<file path="src/rtl/layer_arb_pkg.sv">
// Types shared by the layer-engine share arbiter and its round-robin picker.
package layer_arb_pkg;
  typedef enum logic [1:0] {IDLE, LOAD, DRAIN} arb_state_t;
  typedef logic req_id_t;
  localparam int NUM_REQ = 2;
endpackage

</file>
<file path="src/rtl/rr_arb2.sv">
// Two-way round-robin picker: prio breaks the tie when both clients request.
// Latency: purely combinational.
// Backpressure: none; it only proposes a winner and the caller decides when to latch it.
module rr_arb2
  import layer_arb_pkg::*;
(
  input  logic [NUM_REQ-1:0] req,
  input  req_id_t            prio,
  output logic               gnt_valid,
  output req_id_t            gnt_id
);

  always_comb begin
    gnt_valid = |req;
    gnt_id    = 1'b0;
    if (req == 2'b11) begin
      gnt_id = prio;
    end else if (req[1]) begin
      gnt_id = 1'b1;
    end
  end

endmodule

</file>
<file path="src/rtl/layer_share_arb.sv">
// Shares one layer engine between two clients, one whole N-in / M-out transaction at a time.
// Latency: one cycle from request to grant, then zero-cycle pass-through in both directions.
// Backpressure: ready/valid passed straight through to the owning client; the other client sees ready=0.
module layer_share_arb
  import layer_arb_pkg::*;
#(
  parameter int M    = 16,
  parameter int N    = 8,
  parameter int T    = 16,
  parameter int logN = $clog2(N + 1),
  parameter int logM = $clog2(M + 1)
) (
  input  logic         clk,
  input  logic         reset,
  input  logic         s0_valid,
  output logic         s0_ready,
  input  logic [T-1:0] s0_data,
  input  logic         s1_valid,
  output logic         s1_ready,
  input  logic [T-1:0] s1_data,
  output logic         m0_valid,
  input  logic         m0_ready,
  output logic [T-1:0] m0_data,
  output logic         m1_valid,
  input  logic         m1_ready,
  output logic [T-1:0] m1_data,
  output logic         eng_s_valid,
  input  logic         eng_s_ready,
  output logic [T-1:0] eng_data_in,
  input  logic         eng_m_valid,
  output logic         eng_m_ready,
  input  logic [T-1:0] eng_data_out,
  output logic         grant,
  output logic         busy
);

  localparam logic [logN-1:0] IN_LAST  = logN'(N - 1);
  localparam logic [logM-1:0] OUT_LAST = logM'(M - 1);

  arb_state_t          state;
  logic [logN-1:0]     in_cnt;
  logic [logM-1:0]     out_cnt;
  req_id_t             prio;
  logic [NUM_REQ-1:0]  req;
  logic                gnt_valid;
  req_id_t             gnt_id;
  logic                in_xfer;
  logic                out_xfer;

  assign req = {s1_valid, s0_valid};

  rr_arb2 u_pick (
    .req       (req),
    .prio      (prio),
    .gnt_valid (gnt_valid),
    .gnt_id    (gnt_id)
  );

  assign in_xfer  = eng_s_valid && eng_s_ready;
  assign out_xfer = eng_m_valid && eng_m_ready;

  // grant/busy are registered here so they are glitch-free; grant is cleared on completion.
  always_ff @(posedge clk) begin
    if (reset) begin
      state   <= IDLE;
      in_cnt  <= '0;
      out_cnt <= '0;
      prio    <= 1'b0;
      grant   <= 1'b0;
      busy    <= 1'b0;
    end else begin
      case (state)
        IDLE: begin
          if (gnt_valid) begin
            grant <= gnt_id;
            busy  <= 1'b1;
            state <= LOAD;
          end
        end
        LOAD: begin
          if (in_xfer) begin
            if (in_cnt == IN_LAST) begin
              in_cnt <= '0;
              state  <= DRAIN;
            end else begin
              in_cnt <= in_cnt + 1'b1;
            end
          end
        end
        DRAIN: begin
          if (out_xfer) begin
            if (out_cnt == OUT_LAST) begin
              out_cnt <= '0;
              prio    <= ~grant;
              grant   <= 1'b0;
              busy    <= 1'b0;
              state   <= IDLE;
            end else begin
              out_cnt <= out_cnt + 1'b1;
            end
          end
        end
        default: state <= IDLE;
      endcase
    end
  end

  always_comb begin
    s0_ready    = 1'b0;
    s1_ready    = 1'b0;
    m0_valid    = 1'b0;
    m1_valid    = 1'b0;
    m0_data     = '0;
    m1_data     = '0;
    eng_s_valid = 1'b0;
    eng_data_in = '0;
    eng_m_ready = 1'b0;
    case (state)
      LOAD: begin
        if (grant == 1'b0) begin
          eng_s_valid = s0_valid;
          eng_data_in = s0_data;
          s0_ready    = eng_s_ready;
        end else begin
          eng_s_valid = s1_valid;
          eng_data_in = s1_data;
          s1_ready    = eng_s_ready;
        end
      end
      DRAIN: begin
        if (grant == 1'b0) begin
          m0_valid    = eng_m_valid;
          m0_data     = eng_data_out;
          eng_m_ready = m0_ready;
        end else begin
          m1_valid    = eng_m_valid;
          m1_data     = eng_data_out;
          eng_m_ready = m1_ready;
        end
      end
      default: ;
    endcase
  end

endmodule

</file>
<file path="config.mk">
export PLATFORM = sky130hd
export DESIGN_NAME = layer_share_arb
export DESIGN_NICKNAME = d
export VERILOG_FILES = /design/src/rtl/layer_arb_pkg.sv /design/src/rtl/rr_arb2.sv /design/src/rtl/layer_share_arb.sv
export SDC_FILE = /design/constraint.sdc
export NUM_CORES = 1
export LEC_CHECK = 0
export ABC_AREA = 0
export CORE_MARGIN = 2
export CORE_UTILIZATION = 60
export DETAILED_ROUTE_END_ITERATION = 8
export DONT_BUFFER_PORTS = 1
export PLACE_DENSITY = 0.75
export SLEW_MARGIN = 10
export SYNTH_ARGS = -nofsm -noshare
export SYNTH_HDL_FRONTEND = slang
export SYNTH_SLANG_ARGS = --single-unit
export TNS_END_PERCENT = 20
</file>
<file path="constraint.sdc">
create_clock -name clk -period 2.53 [get_ports clk]
set_input_delay 0.506 -clock clk [delete_from_list [all_inputs] [get_ports clk]]
set_output_delay 0.506 -clock clk [all_outputs]
set_load 0.005 [all_outputs]
</file>
# Yosys cells after proc, flatten, opt, wreduce, memory -nomap -nowiden
# Cells that the tools add are included.
# classes
n_addsub	2
n_eq_ne	10
mux	34
bitwise	1
n_reduce_logical	10
# op_table
cell	n
16-bit two-way mux	6
1-bit two-way mux	18
2-bit two-way mux	5
2-bit inequality test, second input constant	5
2-bit one-hot mux with 3 select lines	1
5-bit by 1-bit adder with 5-bit output, second input constant	1
5-bit by 4-bit equality test with 1-bit output, second input constant	1
5-bit two-way mux	1
5-bit AND reduction	1
4-bit by 1-bit adder with 4-bit output, second input constant	1
2-bit equality test, second input constant	2
4-bit by 3-bit equality test with 1-bit output, second input constant	1
4-bit two-way mux	1
1-bit one-hot mux with 2 select lines	2
2-bit AND reduction	2
4-bit AND reduction	1
3-bit AND reduction	1
2-bit by 1-bit equality test with 1-bit output, second input constant	1
1-bit logical AND	2
2-bit zero test	1
2-bit nonzero test	1
2-bit OR reduction	1
1-bit NOT	1
# totals
regBits	14
input_bits	56
word_cells	63

# Longest topological paths before layout
# depth
ltp_word	5
mapped_depth	5
depth_no_buf	4

# By module
# Synthesis repeated with hierarchy kept, for this count alone.
# unflattened
hier_cells	161
area_unflattened_um2	1226.2
# by_module_without_submodules
mod	instances	cells_per_inst	area_per_inst_um2	seq_area_each_um2
layer_share_arb	1	158	1208.7	280.3
rr_arb2	1	3	17.5	0.0

# Least setup slack after synthesis
# Ideal clock, no wire load.
# synth_path
kind	register to output
startpoint	reg grant
endpoint	out eng_data_in[10]
t_arrival_ps	1229
setup_slack_ps	795
stages_incl_launch_ff	6
n_path_buf	3
cell_sequence	dfxtp_1 buf_4 buf_2 buf_2 mux2i_1 nor2_1
# synth_between
elab_chain_cells	2
# synth_lines
element	line_no	text
start: declaration	layer_share_arb.sv:33	output logic grant,
start signal: assignment	layer_share_arb.sv:75	grant <= gnt_id;
16-bit two-way mux	layer_share_arb.sv:120	if (grant == 1'b0) begin
16-bit two-way mux	layer_share_arb.sv:118	case (state)
end: declaration	layer_share_arb.sv:29	output logic [T-1:0] eng_data_in,
# Every way passes these cells.

# Final worst setup path
# layout_path
startpoint	reg grant
endpoint	out m0_data[8]
# layout_between
elab_chain_cells	2
# layout_lines
element	line_no	text
16-bit two-way mux	layer_share_arb.sv:131	if (grant == 1'b0) begin
16-bit two-way mux	layer_share_arb.sv:118	
end: declaration	layer_share_arb.sv:23	output logic [T-1:0] m0_data,
# Every way passes these cells.

==> flow_summary.html <==
<table>
<tr><th>Metric</th><th>Value</th></tr>
<tr><th colspan="2">STA</th></tr>
<tr><td>Slew at the pin closest to its max-slew limit</td><td>696.8 ps</td></tr>
<tr><td>Total negative setup slack</td><td>0 ps</td></tr>
<tr><td>Final hold viol count</td><td>0</td></tr>
<tr><td>Number of setup violations in the final report</td><td>0</td></tr>
<tr><td>Final Worst Setup Slack</td><td>236.1 ps</td></tr>
<tr><td>Setup repair after global routing missed its margin</td><td>no</td></tr>
<tr><td>Share of the cycle needed by the critical path after routing</td><td>90.67%</td></tr>
<tr><td>Worst slew margin</td><td>about 52%</td></tr>
<tr><td>Pins Over Slew Limit</td><td>0</td></tr>
<tr><td>Setup skew after layout</td><td>around 1.2 ps</td></tr>
<tr><td>Final critical-path required period</td><td>2294 ps</td></tr>
<tr><td>Peak Freq</td><td>approximately 0.44 GHz</td></tr>
<tr><th colspan="2">Critical path</th></tr>
<tr><td>Slowest stage delay, CP</td><td>600 ps</td></tr>
<tr><td>Cell count along the critical path</td><td>3</td></tr>
<tr><td>Critical R2R Capture</td><td>out_cnt[2]</td></tr>
<tr><td>Worst setup path class</td><td>flop to primary output</td></tr>
<tr><td>Number of cell instances on the worst register-to-register path</td><td>3</td></tr>
<tr><td>Buf+Inv Stages, Crit Path</td><td>1</td></tr>
<tr><td>Worst Setup Start Kind</td><td>flop</td></tr>
<tr><td>Crit path arrival time</td><td>1790 ps</td></tr>
<tr><td>CP top delay family</td><td>simple AND/OR/NAND/NOR gates</td></tr>
<tr><td>Critical path launch point</td><td>grant</td></tr>
<tr><td>Register-to-Register Setup Slack</td><td>840 ps</td></tr>
<tr><td>Required time of the critical path</td><td>2020 ps</td></tr>
<tr><td>Worst reg2reg startpoint</td><td>grant</td></tr>
<tr><td>Element type at the critical path end</td><td>primary output</td></tr>
<tr><td>Destination of the critical timing path</td><td>m0_data[8]</td></tr>
<tr><td>Critical path, cell by cell</td><td>buf_4 &gt; nor2_1 &gt; and2_1</td></tr>
<tr><td>Highest-delay cell along the critical path</td><td>nor2_1</td></tr>
<tr><td>Maximum fanout along the worst path</td><td>20</td></tr>
<tr><th colspan="2">GRT</th></tr>
<tr><td>Maximum number of pins on one net before global-route repair</td><td>21</td></tr>
<tr><td>Wire length of the first global-routing pass</td><td>4636 um</td></tr>
<tr><td>Number of antenna violations at the first check in global routing</td><td>0</td></tr>
<tr><td>Global-route usage over all layers</td><td>about 25%</td></tr>
<tr><td>Remaining global-route overflow</td><td>0</td></tr>
<tr><td>Number of global-route vias before repair</td><td>1034</td></tr>
<tr><th colspan="2">Pwr</th></tr>
<tr><td>Power density of the placed cells</td><td>between 400 and 500 nW/um^2</td></tr>
<tr><td>Worst vdd rail ir drop</td><td>0.2854 mV</td></tr>
<tr><td>Leakage power of the design</td><td>about 0.00044 uW</td></tr>
<tr><td>PnR Total Power</td><td>490.1 uW</td></tr>
<tr><th colspan="2">Synthesis</th></tr>
<tr><td>Flip-flop and latch count after synthesis</td><td>14</td></tr>
<tr><td>Post-synthesis cell type count</td><td>34</td></tr>
<tr><td>Cell area after synthesis</td><td>1187 sq um</td></tr>
<tr><td>Syn Area/Cell</td><td>7.611 sq um</td></tr>
<tr><td>Post-Synthesis Cells</td><td>156</td></tr>
<tr><td>Post-Synthesis Net Count</td><td>214</td></tr>
<tr><td>Seq/Total Area, Yosys</td><td>a little under a quarter</td></tr>
<tr><td>Synthesis warning total</td><td>0</td></tr>
<tr><th colspan="2">Route</th></tr>
<tr><td>Per-cell routed wire length</td><td>16.37 um</td></tr>
<tr><td>Iteration-0 DRC count of the detailed router</td><td>25</td></tr>
<tr><td>DRC violation count after routing</td><td>0</td></tr>
<tr><td>Routed Antenna Nets</td><td>0</td></tr>
<tr><td>Number of optimization iterations in the first detailed-route pass</td><td>4</td></tr>
<tr><td>Post-detailed-route via-to-cell ratio</td><td>6.240</td></tr>
<tr><td>Vias</td><td>1117</td></tr>
<tr><td>Aggregate routed wire length</td><td>between 2000 and 3000 um</td></tr>
<tr><th colspan="2">Clock tree</th></tr>
<tr><td>Number of clock buffers inserted by TritonCTS</td><td>3</td></tr>
<tr><td>Clock sinks</td><td>14</td></tr>
<tr><td>Source-to-sink clock delay at the later pin of the worst-skew pair</td><td>around 280 ps</td></tr>
<tr><td># Post-CTS Setup Buffers</td><td>0</td></tr>
<tr><td>H-tree levels</td><td>1</td></tr>
<tr><td>TritonCTS clock tree</td><td>built</td></tr>
<tr><td># hold bufs at CTS</td><td>0</td></tr>
<tr><td>Clock-pin slew on the worst setup and hold paths</td><td>80 ps</td></tr>
<tr><td>Clock root cell</td><td>clkbuf_4</td></tr>
<tr><td>Longest Clk Path Bufs</td><td>2</td></tr>
<tr><td>Count of cells resized by post-cts repair</td><td>0</td></tr>
<tr><th colspan="2">Final layout</th></tr>
<tr><td>Layout fillers</td><td>roughly 190</td></tr>
<tr><td>Share of layout cells above drive strength 1</td><td>5.263%</td></tr>
<tr><td>Most common library cell in the layout ignoring fill and taps</td><td>and2_1</td></tr>
<tr><td>Antenna cell count</td><td>0</td></tr>
<tr><td>Final-stage net count</td><td>211</td></tr>
<tr><td>Area of the multi-input gates</td><td>837.1 sq um</td></tr>
<tr><td>Layout overhead on the synthesized area</td><td>2.529%</td></tr>
<tr><td>Sequential cell area in the final layout</td><td>280.3 sq um</td></tr>
<tr><td>Leading cell types in the layout, fill and taps excluded</td><td>and2_1 (34), nor2_1 (26), mux2i_1 (18)</td></tr>
<tr><th colspan="2">Placement</th></tr>
<tr><td># port buffers</td><td>0</td></tr>
<tr><td>Pre-CTS WS</td><td>between 500 and 600 ps</td></tr>
<tr><td>Gp weighted congestion</td><td>~0.82</td></tr>
<tr><td>Post-DP HPWL</td><td>2356 um</td></tr>
<tr><th colspan="2">Floorplan</th></tr>
<tr><td>Number of top-level pins</td><td>112</td></tr>
<tr><td>Height of the die</td><td>48.49 um</td></tr>
<tr><td>Die width</td><td>48.49 um</td></tr>
<tr><td>Area of the core</td><td>just under 2000 sq um</td></tr>
<tr><td>Area of the die</td><td>2351 sq um</td></tr>
<tr><td>Core Rows</td><td>16</td></tr>
<tr><td>Initial Utilization</td><td>61.78%</td></tr>
<tr><th colspan="2">Hold path</th></tr>
<tr><td>Hold Path Class</td><td>input pin to flop</td></tr>
<tr><td>Cell depth of the worst hold path</td><td>1</td></tr>
<tr><th colspan="2">Job</th></tr>
<tr><td>Count of max-cap constraint violations</td><td>0</td></tr>
<tr><th colspan="2">Status</th></tr>
<tr><td>Outcome</td><td>complete, no violations</td></tr>
</table>
## through the flow
step | instances | util, % | cell area, sq um | hold slack [ps]
2_1_floorplan | 156 | - | 1187 | 403.0
3_3_place_gp | 175 | 61.46 | 1181 | 410.9
3_5_place_dp | 175 | 61.46 | 1181 | 427.3
4_1_cts | 179 | 63.35 | 1217 | 272.6
5_1_grt | 179 | 63.35 | 1217 | 269.1
6_report | 179 | 63.35 | 1217 | 278.3
## worst min path at each step
stage,to,slack (ps),startpoint
floorplan,out_cnt[4],400,out_cnt[4]
global placement,out_cnt[4],410,out_cnt[4]
detailed placement,out_cnt[4],430,out_cnt[4]
CTS,out_cnt[1],270,reset
global route,out_cnt[0],270,reset
finish,out_cnt[1],280,reset
## logic make-up (layout without fill, tap and decap cells)
kind of cell    Yosys count  after routing  synth area share (%)
compound gates           23             23                 12.96
fa+ha+maj                 2              2                 2.107
buf+inv                  15             11                 5.901
flops                    14             14                 23.60
mux                      20             20                 17.07
simple gates             82             82                 38.36
## cells in the mapped netlist
master | count | share of area, %
nand3b_1 | 2 | 1.3
a21oi_1 | 4 | 1.7
buf_2 | 2 | 0.84
nand4b_1 | 1 | 0.74
or4_1 | 1 | 0.63
a211oi_1 | 2 | 1.3
o311ai_0 | 1 | 0.74
nand3_1 | 2 | 0.84
a311oi_1 | 1 | 0.74
clkbuf_1 | 5 | 1.6
o211ai_1 | 1 | 0.63
o2bb2ai_1 | 2 | 1.5
nor2_1 | 26 | 8.2
o21ai_0 | 6 | 2.5
inv_1 | 6 | 1.9
nand2_1 | 2 | 0.63
nor3b_1 | 1 | 0.63
buf_6 | 1 | 0.95
ha_1 | 2 | 2.1
or4b_1 | 1 | 0.84
o31ai_1 | 5 | 3.2
nand4bb_1 | 1 | 0.95
nand2b_1 | 2 | 1.1
nor2b_1 | 2 | 1.1
o2111ai_1 | 1 | 0.74
mux2_2 | 2 | 1.9
nor4_1 | 1 | 0.53
mux2i_1 | 18 | 15
or3b_2 | 1 | 0.74
and2_1 | 34 | 18
buf_4 | 1 | 0.63
nor3_1 | 3 | 1.3
dfxtp_1 | 14 | 24
or3_1 | 2 | 1.1
## routing by layer
| metal | routed length (um) | part of all wire, % | up-vias | global-route usage, % |
|---|---|---|---|---|
| li1 | - | - | 535 | - |
| met1 | 1216 | 42 | 511 | 28.21 |
| met2 | 1420 | 48 | 66 | 45.14 |
| met3 | 246 | 8.4 | 5 | 6.173 |
| met4 | 46 | 1.6 | 0 | 10.00 |
| met5 | 0 | 0 | - | 0 |
## area by class of cell
| type | count | area share (%) |
|---|---|---|
| flip-flops and latches | 14 | 23.02 |
| multi-input cells | 127 | 68.76 |
| repair buffers | 1 | 0.6166 |
| inverters | 6 | 1.850 |
| well taps | 27 | 2.775 |
| clock buffers | 4 | 2.980 |
## sequential cells by signal, indices dropped and copies added, names as in the netlist
signal and flops:
prio 1, in_cnt 4, out_cnt 5, grant 1
state 2, busy 1
## power breakdown
group          leakage (uW)  switching (uW)  internal (uW)
Clock             0.0000210            74.9           87.7
Combinational      0.000304            57.8           33.8
Sequential         0.000114            8.39            228
Total              0.000439             141            349
Note: power is estimated with default switching activity, not from simulation.
